--- src/rtl/i2c_req_arbiter.sv ---
// rtl/i2c_req_arbiter.sv - round-robin arbiter sharing one I2C register engine between N_REQ requesters
//
// Purpose: latches one single-byte transaction per requester, grants the engine
// round-robin, issues a one-cycle start pulse, waits for i2c_rw_done and returns
// a one-cycle completion pulse (plus read data) to the owner.
//
// Ports:
//   clk, reset                      clock, asynchronous active-high reset
//   req_wr, req_rd    [N_REQ]       per-requester write/read request pulses
//   req_id            [8*N_REQ]     slave id per requester
//   req_addr_mode     [N_REQ]       1 = 16-bit register address
//   req_addr          [16*N_REQ]    register address per requester
//   req_wrdata        [8*N_REQ]     write byte per requester
//   req_busy          [N_REQ]       slot pending or transaction in flight
//   req_done, req_err [N_REQ]       completion / timeout pulses to the owner
//   req_rddata        [8]           data of the last completed read
//   id, addr_mode, addr, i2c_wrdata engine target fields (held until next grant)
//   i2c_wrreg_req, i2c_rdreg_req    engine start pulses
//   i2c_rddata, i2c_rw_done         engine read byte / completion
//
// Optional feature: define I2C_ARB_TIMEOUT_EN to add a WAIT watchdog of
// TIMEOUT_CYCLES cycles that completes the transaction with req_err.

module i2c_req_arbiter #(
    parameter int N_REQ          = 2,
    parameter int TIMEOUT_CYCLES = 1000000
) (
    input  logic                  clk,
    input  logic                  reset,
    input  logic [N_REQ-1:0]      req_wr,
    input  logic [N_REQ-1:0]      req_rd,
    input  logic [8*N_REQ-1:0]    req_id,
    input  logic [N_REQ-1:0]      req_addr_mode,
    input  logic [16*N_REQ-1:0]   req_addr,
    input  logic [8*N_REQ-1:0]    req_wrdata,
    output logic [N_REQ-1:0]      req_busy,
    output logic [N_REQ-1:0]      req_done,
    output logic [N_REQ-1:0]      req_err,
    output logic [7:0]            req_rddata,
    output logic [7:0]            id,
    output logic                  addr_mode,
    output logic [15:0]           addr,
    output logic                  i2c_wrreg_req,
    output logic                  i2c_rdreg_req,
    output logic [7:0]            i2c_wrdata,
    input  logic [7:0]            i2c_rddata,
    input  logic                  i2c_rw_done
);

    localparam int PW = $clog2(N_REQ);

    typedef enum logic [1:0] {S_IDLE, S_ISSUE, S_WAIT, S_DONE} state_t;

    state_t state, state_next;

    logic [N_REQ-1:0]        pending;
    logic [N_REQ-1:0]        slot_rw;
    logic [N_REQ-1:0][7:0]   slot_id;
    logic [N_REQ-1:0]        slot_mode;
    logic [N_REQ-1:0][15:0]  slot_addr;
    logic [N_REQ-1:0][7:0]   slot_wrdata;

    logic [PW-1:0]           rr_ptr;
    logic [PW-1:0]           owner;
    logic                    owner_rw;
    logic [PW-1:0]           winner;
    logic                    found;
    int                      idx;
    logic [N_REQ-1:0]        load_ok;
    logic                    timeout_hit;

    // First pending slot at or after rr_ptr, wrapping modulo N_REQ.
    always_comb begin
        found  = 1'b0;
        winner = '0;
        idx    = 0;
        for (int k = 0; k < N_REQ; k++) begin
            idx = int'(rr_ptr) + k;
            if (idx >= N_REQ) idx = idx - N_REQ;
            if (!found && pending[idx]) begin
                found  = 1'b1;
                winner = PW'(idx);
            end
        end
    end

    // The owner may repost in the cycle its req_done is visible, even though
    // req_busy is still high in that cycle.
    for (genvar g = 0; g < N_REQ; g++) begin : g_busy
        assign req_busy[g] = pending[g] | ((owner == PW'(g)) && (state != S_IDLE));
        assign load_ok[g]  = !req_busy[g] || req_done[g];
    end

    // Per-requester slots; a simultaneous wr+rd pulse keeps the write.
    always_ff @(posedge clk or posedge reset) begin
        if (reset) begin
            pending     <= '0;
            slot_rw     <= '0;
            slot_id     <= '0;
            slot_mode   <= '0;
            slot_addr   <= '0;
            slot_wrdata <= '0;
        end else begin
            if (state == S_ISSUE) pending[owner] <= 1'b0;
            for (int i = 0; i < N_REQ; i++) begin
                if (load_ok[i] && (req_wr[i] || req_rd[i])) begin
                    pending[i]     <= 1'b1;
                    slot_rw[i]     <= req_wr[i];
                    slot_id[i]     <= req_id[8*i +: 8];
                    slot_mode[i]   <= req_addr_mode[i];
                    slot_addr[i]   <= req_addr[16*i +: 16];
                    slot_wrdata[i] <= req_wrdata[8*i +: 8];
                end
            end
        end
    end

    // FSM state register
    always_ff @(posedge clk or posedge reset) begin
        if (reset) state <= S_IDLE;
        else       state <= state_next;
    end

    // FSM next state
    always_comb begin
        state_next = state;
        case (state)
            S_IDLE:  if (found) state_next = S_ISSUE;
            S_ISSUE: state_next = S_WAIT;
            S_WAIT:  if (i2c_rw_done || timeout_hit) state_next = S_DONE;
            S_DONE:  state_next = S_IDLE;
            default: state_next = S_IDLE;
        endcase
    end

    // FSM outputs
    always_comb begin
        i2c_wrreg_req = 1'b0;
        i2c_rdreg_req = 1'b0;
        req_done      = '0;
        if (state == S_ISSUE) begin
            i2c_wrreg_req = owner_rw;
            i2c_rdreg_req = !owner_rw;
        end
        if (state == S_DONE) req_done[owner] = 1'b1;
    end

    // Grant bookkeeping, engine fields and returned read data
    always_ff @(posedge clk or posedge reset) begin
        if (reset) begin
            rr_ptr     <= '0;
            owner      <= '0;
            owner_rw   <= 1'b0;
            id         <= '0;
            addr_mode  <= 1'b0;
            addr       <= '0;
            i2c_wrdata <= '0;
            req_rddata <= '0;
        end else begin
            if (state == S_IDLE && found) begin
                owner      <= winner;
                owner_rw   <= slot_rw[winner];
                id         <= slot_id[winner];
                addr_mode  <= slot_mode[winner];
                addr       <= slot_addr[winner];
                i2c_wrdata <= slot_wrdata[winner];
            end
            if (state == S_WAIT) begin
                if (i2c_rw_done) begin
                    if (!owner_rw) req_rddata <= i2c_rddata;
                end else if (timeout_hit) begin
                    req_rddata <= 8'h00;
                end
            end
            if (state == S_DONE) begin
                rr_ptr <= (owner == PW'(N_REQ-1)) ? '0 : owner + 1'b1;
            end
        end
    end

`ifdef I2C_ARB_TIMEOUT_EN
    logic [31:0] wd_cnt;
    logic        err_flag;

    // Counter restarts on every entry to WAIT (the preceding state is ISSUE).
    always_ff @(posedge clk or posedge reset) begin
        if (reset) begin
            wd_cnt   <= '0;
            err_flag <= 1'b0;
        end else begin
            if (state == S_ISSUE)     wd_cnt <= '0;
            else if (state == S_WAIT) wd_cnt <= wd_cnt + 32'd1;
            if (state == S_IDLE && found) err_flag <= 1'b0;
            else if (timeout_hit)         err_flag <= 1'b1;
        end
    end

    assign timeout_hit = (state == S_WAIT) && !i2c_rw_done &&
                         (wd_cnt == 32'(TIMEOUT_CYCLES - 1));
    assign req_err     = {N_REQ{err_flag}} & req_done;
`else
    assign timeout_hit = 1'b0;
    assign req_err     = '0;
`endif

endmodule

--- config.mk ---
export PLATFORM = sky130hd
export DESIGN_NAME = i2c_req_arbiter
export DESIGN_NICKNAME = d
export VERILOG_FILES = /design/src/rtl/i2c_req_arbiter.sv
export SDC_FILE = /design/constraint.sdc
export NUM_CORES = 1
export LEC_CHECK = 0
export CAP_MARGIN = 30
export CORE_MARGIN = 2
export CORE_UTILIZATION = 30
export CTS_CLUSTER_SIZE = 8
export DETAILED_ROUTE_END_ITERATION = 16
export PLACE_DENSITY = 0.54
export SETUP_SLACK_MARGIN = 0.3
export SYNTH_ARGS = -nofsm -noshare
export SYNTH_HDL_FRONTEND = slang
export SYNTH_SLANG_ARGS = --single-unit
--- constraint.sdc ---
create_clock -name clk -period 4.3 [get_ports clk]
set_input_delay 0.43 -clock clk [delete_from_list [all_inputs] [get_ports clk]]
set_output_delay 0.43 -clock clk [all_outputs]
set_load 0.01 [all_outputs]
==> Word-level counts from Yosys, hierarchy flattened <==
Index checks and enable logic that the tools add are counted.
{ "classes": {"n_addsub": 4, "multipliers": 0, "div_mod_pow": 0, "magnitude_cmp": 7, "eq_ne": 5, "shift": 0, "muxes": 34, "bitwise": 6, "reduce_logical": 21} }
{ "op_table": {"columns": ["cell", "count"], "rows": [
  ["less-than comparator 32 x 3 -> 1 bit, second input constant", 2],
  ["two-way mux 32 bit", 2],
  ["two-way mux 16 bit", 2],
  ["two-way mux 8 bit", 4],
  ["two-way mux 1 bit", 20],
  ["two-way mux 2 bit", 4],
  ["case mux 2 bit (4 select lines)", 1],
  ["logical AND 1 bit", 7],
  ["nonzero test 2 bit", 3],
  ["== test 2 bit, second input constant", 2],
  ["zero test 1 bit", 4],
  ["logical OR 1 bit", 4],
  ["less-than comparator 1 x 2 -> 1 bit, second input constant", 2],
  ["inequality test 2 bit, second input constant", 2],
  ["AND reduction 3 bit", 1],
  ["subtractor 1 x 2 -> 3 bit, second input constant", 1],
  ["subtractor 2 x 2 -> 3 bit, second input constant", 1],
  ["adder 1 x 1 -> 2 bit, second input constant", 1],
  ["AND 2 bit", 1],
  ["== test 2 x 1 -> 1 bit, second input constant", 1],
  [">= comparator 1 x 2 -> 1 bit, second input constant", 1],
  [">= comparator 2 bit, second input constant", 1],
  ["zero test 2 bit", 1],
  ["NOT 1 bit", 2],
  ["other kinds (6)", 7]
]} }
{ "totals": {"register_bits": 116, "latch_bits": 0, "ramBits": 0, "rom_bits": 0, "inputBits": 81, "output_inout_bits": 49, "word_cells": 98, "memories": 0} }

==> Longest topological paths before layout <==
{ "depth": {"depth_word": 11, "ltp_mapped": 8, "ltp_nobuf": 6} }

==> Worst setup path before layout <==
No wires, ideal clock.
{ "synth_path": {"path_kind": "flip-flop to flip-flop", "from": "register state[0]", "to": "register slot_addr[10] in the netlist's numbering", "setup_ns": 0.125, "arrival_time_ns": 1.630, "required_ns": 4.175, "setup_slack_ns": 2.545, "stages_incl_launch_ff": 9, "path_buffers": 2, "period_less_slack_ns": 1.755, "cell_sequence": "dfrtp_1 inv_1 ha_1 o21bai_2 nand2b_4 o21a_1 buf_6 buf_6 mux2_4"} }
{ "synth_via": {"elab_chain_cells": 6, "elab_cells_between_ends": 8, "classes_between": "eq/ne: 1; mux: 1; bitwise: 1; reduce/logical: 5"} }
{ "synth_lines": {"columns": ["item", "line", "text"], "rows": [
  ["from (decl)", "54", "state_t state, state_next;"],
  ["from (signal assigned)", "121", "else state <= state_next;"],
  ["nonzero test 2 bit", "90", "assign req_busy[g] = pending[g] | ((owner == PW'(g)) && (state != S_IDLE));"],
  ["logical AND 1 bit", "90", null],
  ["bitwise OR 1 bit", "90", null],
  ["named net req_busy[0]", "36", "output logic [N_REQ-1:0] req_busy,"],
  ["zero test 1 bit", "91", "assign load_ok[g] = !req_busy[g] || req_done[g];"],
  ["logical OR 1 bit", "91", null],
  ["logical AND 1 bit", "106", "if (load_ok[i] && (req_wr[i] || req_rd[i])) begin"],
  ["to (signal, indexed assignment)", "111", "slot_addr[i] <= req_addr[16*i +: 16];"],
  ["to (decl)", "60", "logic [N_REQ-1:0][15:0] slot_addr;"]
]} }
The timed path passes the listed nets, and every way through them passes these cells.
A chain may end at the register's enable or synchronous reset.

==> Worst setup path in the final report <==
{ "layout_path": {"from": "register state[1]", "to": "output req_busy[1]"} }
{ "layout_via": {"elab_chain_cells": 3} }
{ "layout_lines": {"columns": ["item", "line"], "rows": [
  ["nonzero test 2 bit", "90"],
  ["logical AND 1 bit", "90"],
  ["bitwise OR 1 bit", "90"],
  ["to (decl)", "36"]
]} }
No other way between the ends.

==> metrics.cfg <==
[clock_tree]
postCtsResizedCells = 0
root_buffer = clkbuf_16
cts_buffer_depth = 2
clock_latency_ps = 400
cts_tree = done
hold_buffers = 0
cts_setup_buffers = 0
clock_sinks = 116
cts-buffers-inserted = 17
htree_num_levels = 4
clkTransAtPathRegs_ps = 50

[critical_path]
worstPathArrival_ps = 2220
reg2reg_slack_ps = 1830
worstSetupEndpointType = output port
startpoint = state[1]$_DFFE_PP0P_
worstPathMaxFanout = 4
critPathKind = register to output port
required_ps = 3870
startpoint_type = register
crit_end = req_busy[1]
rr_worst_depth = 7
reg2reg_from = state[1]$_DFFE_PP0P_
r2r_end = slot_addr[4]$_DFFE_PP0P_

[hold_path]
hold_path.class = register to register

[timing]
fin_crit_sh_pct = 61.63
setup_viol = 0
fin_tns_setup_ps = 0
tightest_slew_ps = 872.0
relSlewSlack_pct = 41.87
rsz0062_at_grt = no
fmax_mhz = 377.4
slew_violations = 0
period_minus_slack_ps = 2650
hold_viol_final = 0
fin_skew_ps = 5.766

[final_layout]
final_layout_size_suffix_gt1_share_pct = 23.60
area_growth_pct = 40.57
diodes = 0
layout.nets = 573
final_cell_area_um2 = 7088

[flow_run]
cap_violations = 0

[grt]
grt-ovfl-total = 0
grt_pass1_wl_mm = 18.06
top_usage_layer = met2
grt_pass1_vias = 3420
grt_use_total_pct = 13.33
antenna_found_initial = 0
use_met1_pct = 17.02
grt_use_met3_pct = 5.061
grt_max_degree = 70
grt.met2_usage_pct = 21.16

[power_and_ir_drop]
switching_power_uw = 1808
p_seq_share_pct = 34.7
combPwrFrac_pct = 43.1
clkPwrFrac_pct = 22.2
p_leak_uw = 0.003203
ir_drop_uv = 306.4
p_int_uw = 3958
powerDensity_nw_per_um2 = 813.4
swShare_pct = 31.35

[drt]
via_count = 3093
drtIter0Drc = 94
antenna_left = 0
drt_pass1_iterations = 4
vias_per_cell = 4.296
drc = 0
wirelength_mm = 11.18
wl_per_cell_um = 15.53

[logic_synthesis]
syn_area_um2 = 5042
synthCells = 355
synth_seq_cells = 116
synth_cell_types = 32
avgSynthCellArea_um2 = 14.20
ys_seq_area_share_pct = 57.57
yosys_warnings = 0

[die]
core_area_um2 = 16520
initial_core_util_pct = 30.51
io_pins = 130
fp-row-count = 47
die_y_um = 133.6
die_area_um2 = 17860
die_w_um = 133.6

[placed_design]
io_buffers = 127
gp_congestion = 0.7537
hpwl_mm = 7.615
dpl_cell_area_um2 = 6518

[status]
status = finished, final reports clean

-- area by class of cell --
type | instances | area [um^2]
clock buffers | 27 | 523.0
clock inverters | 4 | 20.02
fillers | 1505 | 9437
inverters | 6 | 25.02
multi-input cells | 214 | 1993
flip-flops and latches | 116 | 2903
well taps | 220 | 275.3
repair buffers | 133 | 1349
-- metrics by stage --
stage               instances  setup slack (ps)  hold WS [ps]  total power (uW)  utilization (%)
finish                    720              1650         472.7              5765            42.89
global route              720              1529         501.8              6152            42.89
CTS                       719              1613         482.8              5838            42.73
detailed placement        688              1624         471.0              4524            39.44
global placement          688              1691         462.5              4455            39.44
floorplan                 356             797.6         460.8              3697                -
-- metal layers --
layer | routed length (um) | vias up
li1 | - | 1492
met1 | 5245 | 1499
met2 | 5211 | 94
met3 | 631 | 8
met4 | 93 | 0
met5 | 0 | -
-- sequential cells by signal, summed over array words and instances (netlist names), 2 cells and up --
| register | count |
|---|---|
| addr | 16 |
| i2c_wrdata | 8 |
| id | 8 |
| pending | 2 |
| req_rddata | 8 |
| slot_addr | 32 |
| slot_id | 16 |
| slot_mode | 2 |
| slot_rw | 2 |
| slot_wrdata | 16 |
| state | 2 |
-- worst max-delay path, stage by stage, from the launching register on --
cell and delay, ps:
dfrtp_1 400, inv_1 110, ha_1 280, and2b_1 240, or2_2 280, clkdlybuf4s50_1 500
-- power by group through the flow --
stage,clock [uW],sequential [uW],combinational (uW)
2_1_floorplan,0,2010,1690
3_3_place_gp,0,2000,2450
3_5_place_dp,0,2010,2510
4_1_cts,1320,2010,2510
5_1_grt,1370,2080,2710
6_report,1280,2000,2480
-- kinds of logic (layout without fill, tap and decap cells) --
family | Yosys count | after routing | synth area share [%]
flops | 116 | 116 | 57.57
other cells | 1 | 2 | 0.07437
mux | 108 | 108 | 27.59
simple gates | 53 | 53 | 4.690
buf+inv | 26 | 170 | 3.449
fa+ha+maj | 4 | 4 | 0.9926
compound gates | 47 | 47 | 5.633
-- placed cells by master, fill, tap and decap left out, types with 2 or more instances in the layout --
cell / instances
nor2_1: 3
inv_1: 5
dfrtp_1: 116
clkbuf_1: 4
clkbuf_16: 17
mux2_2: 16
ha_1: 4
conb_1: 2
o21ai_4: 3
nand2_1: 41
a22o_1: 2
mux2i_1: 34
clkdlybuf4s50_1: 127
buf_4: 4
o21ai_0: 36
mux2_4: 58
clkinv_2: 4
clkbuf_8: 6
-- cells in the mapped netlist (all sizes together) --
master	instances	share of area [%]
mux2	74	21
dfrtp	116	58
nand2	41	3.1
clkbuf	6	0.45
a21o	1	0.15
o21a	1	0.15
buf	14	2.6
mux2i	34	6.7
a21oi	1	0.099
nor2b	2	0.30
a22o	2	0.35
inv	6	0.45
ha	4	0.99
or2	1	0.12
and2	2	0.30
nand2b	2	0.40
nor2	3	0.22
nand3b	1	0.15
and2b	1	0.15
conb	1	0.074
o21ai	39	4.1
o21bai	2	0.60
o32a	1	0.20
-- worst min-delay path by stage --
| stage | start | end | depth (start not counted) |
|---|---|---|---|
| after global placement | addr[6]$_DFFE_PP0P_ | addr[6]$_DFFE_PP0P_ | 2 |
| after CTS | i2c_wrdata[4]$_DFFE_PP0P_ | i2c_wrdata[4]$_DFFE_PP0P_ | 2 |
| after global routing | addr[15]$_DFFE_PP0P_ | addr[15]$_DFFE_PP0P_ | 2 |
| after detailed placement | i2c_wrdata[4]$_DFFE_PP0P_ | i2c_wrdata[4]$_DFFE_PP0P_ | 2 |
| final | addr[6]$_DFFE_PP0P_ | addr[6]$_DFFE_PP0P_ | 2 |
| after floorplan | rr_ptr$_DFFE_PP0N_ | rr_ptr$_DFFE_PP0N_ | 2 |
No activity file was read; power rests on OpenSTA's default activity.
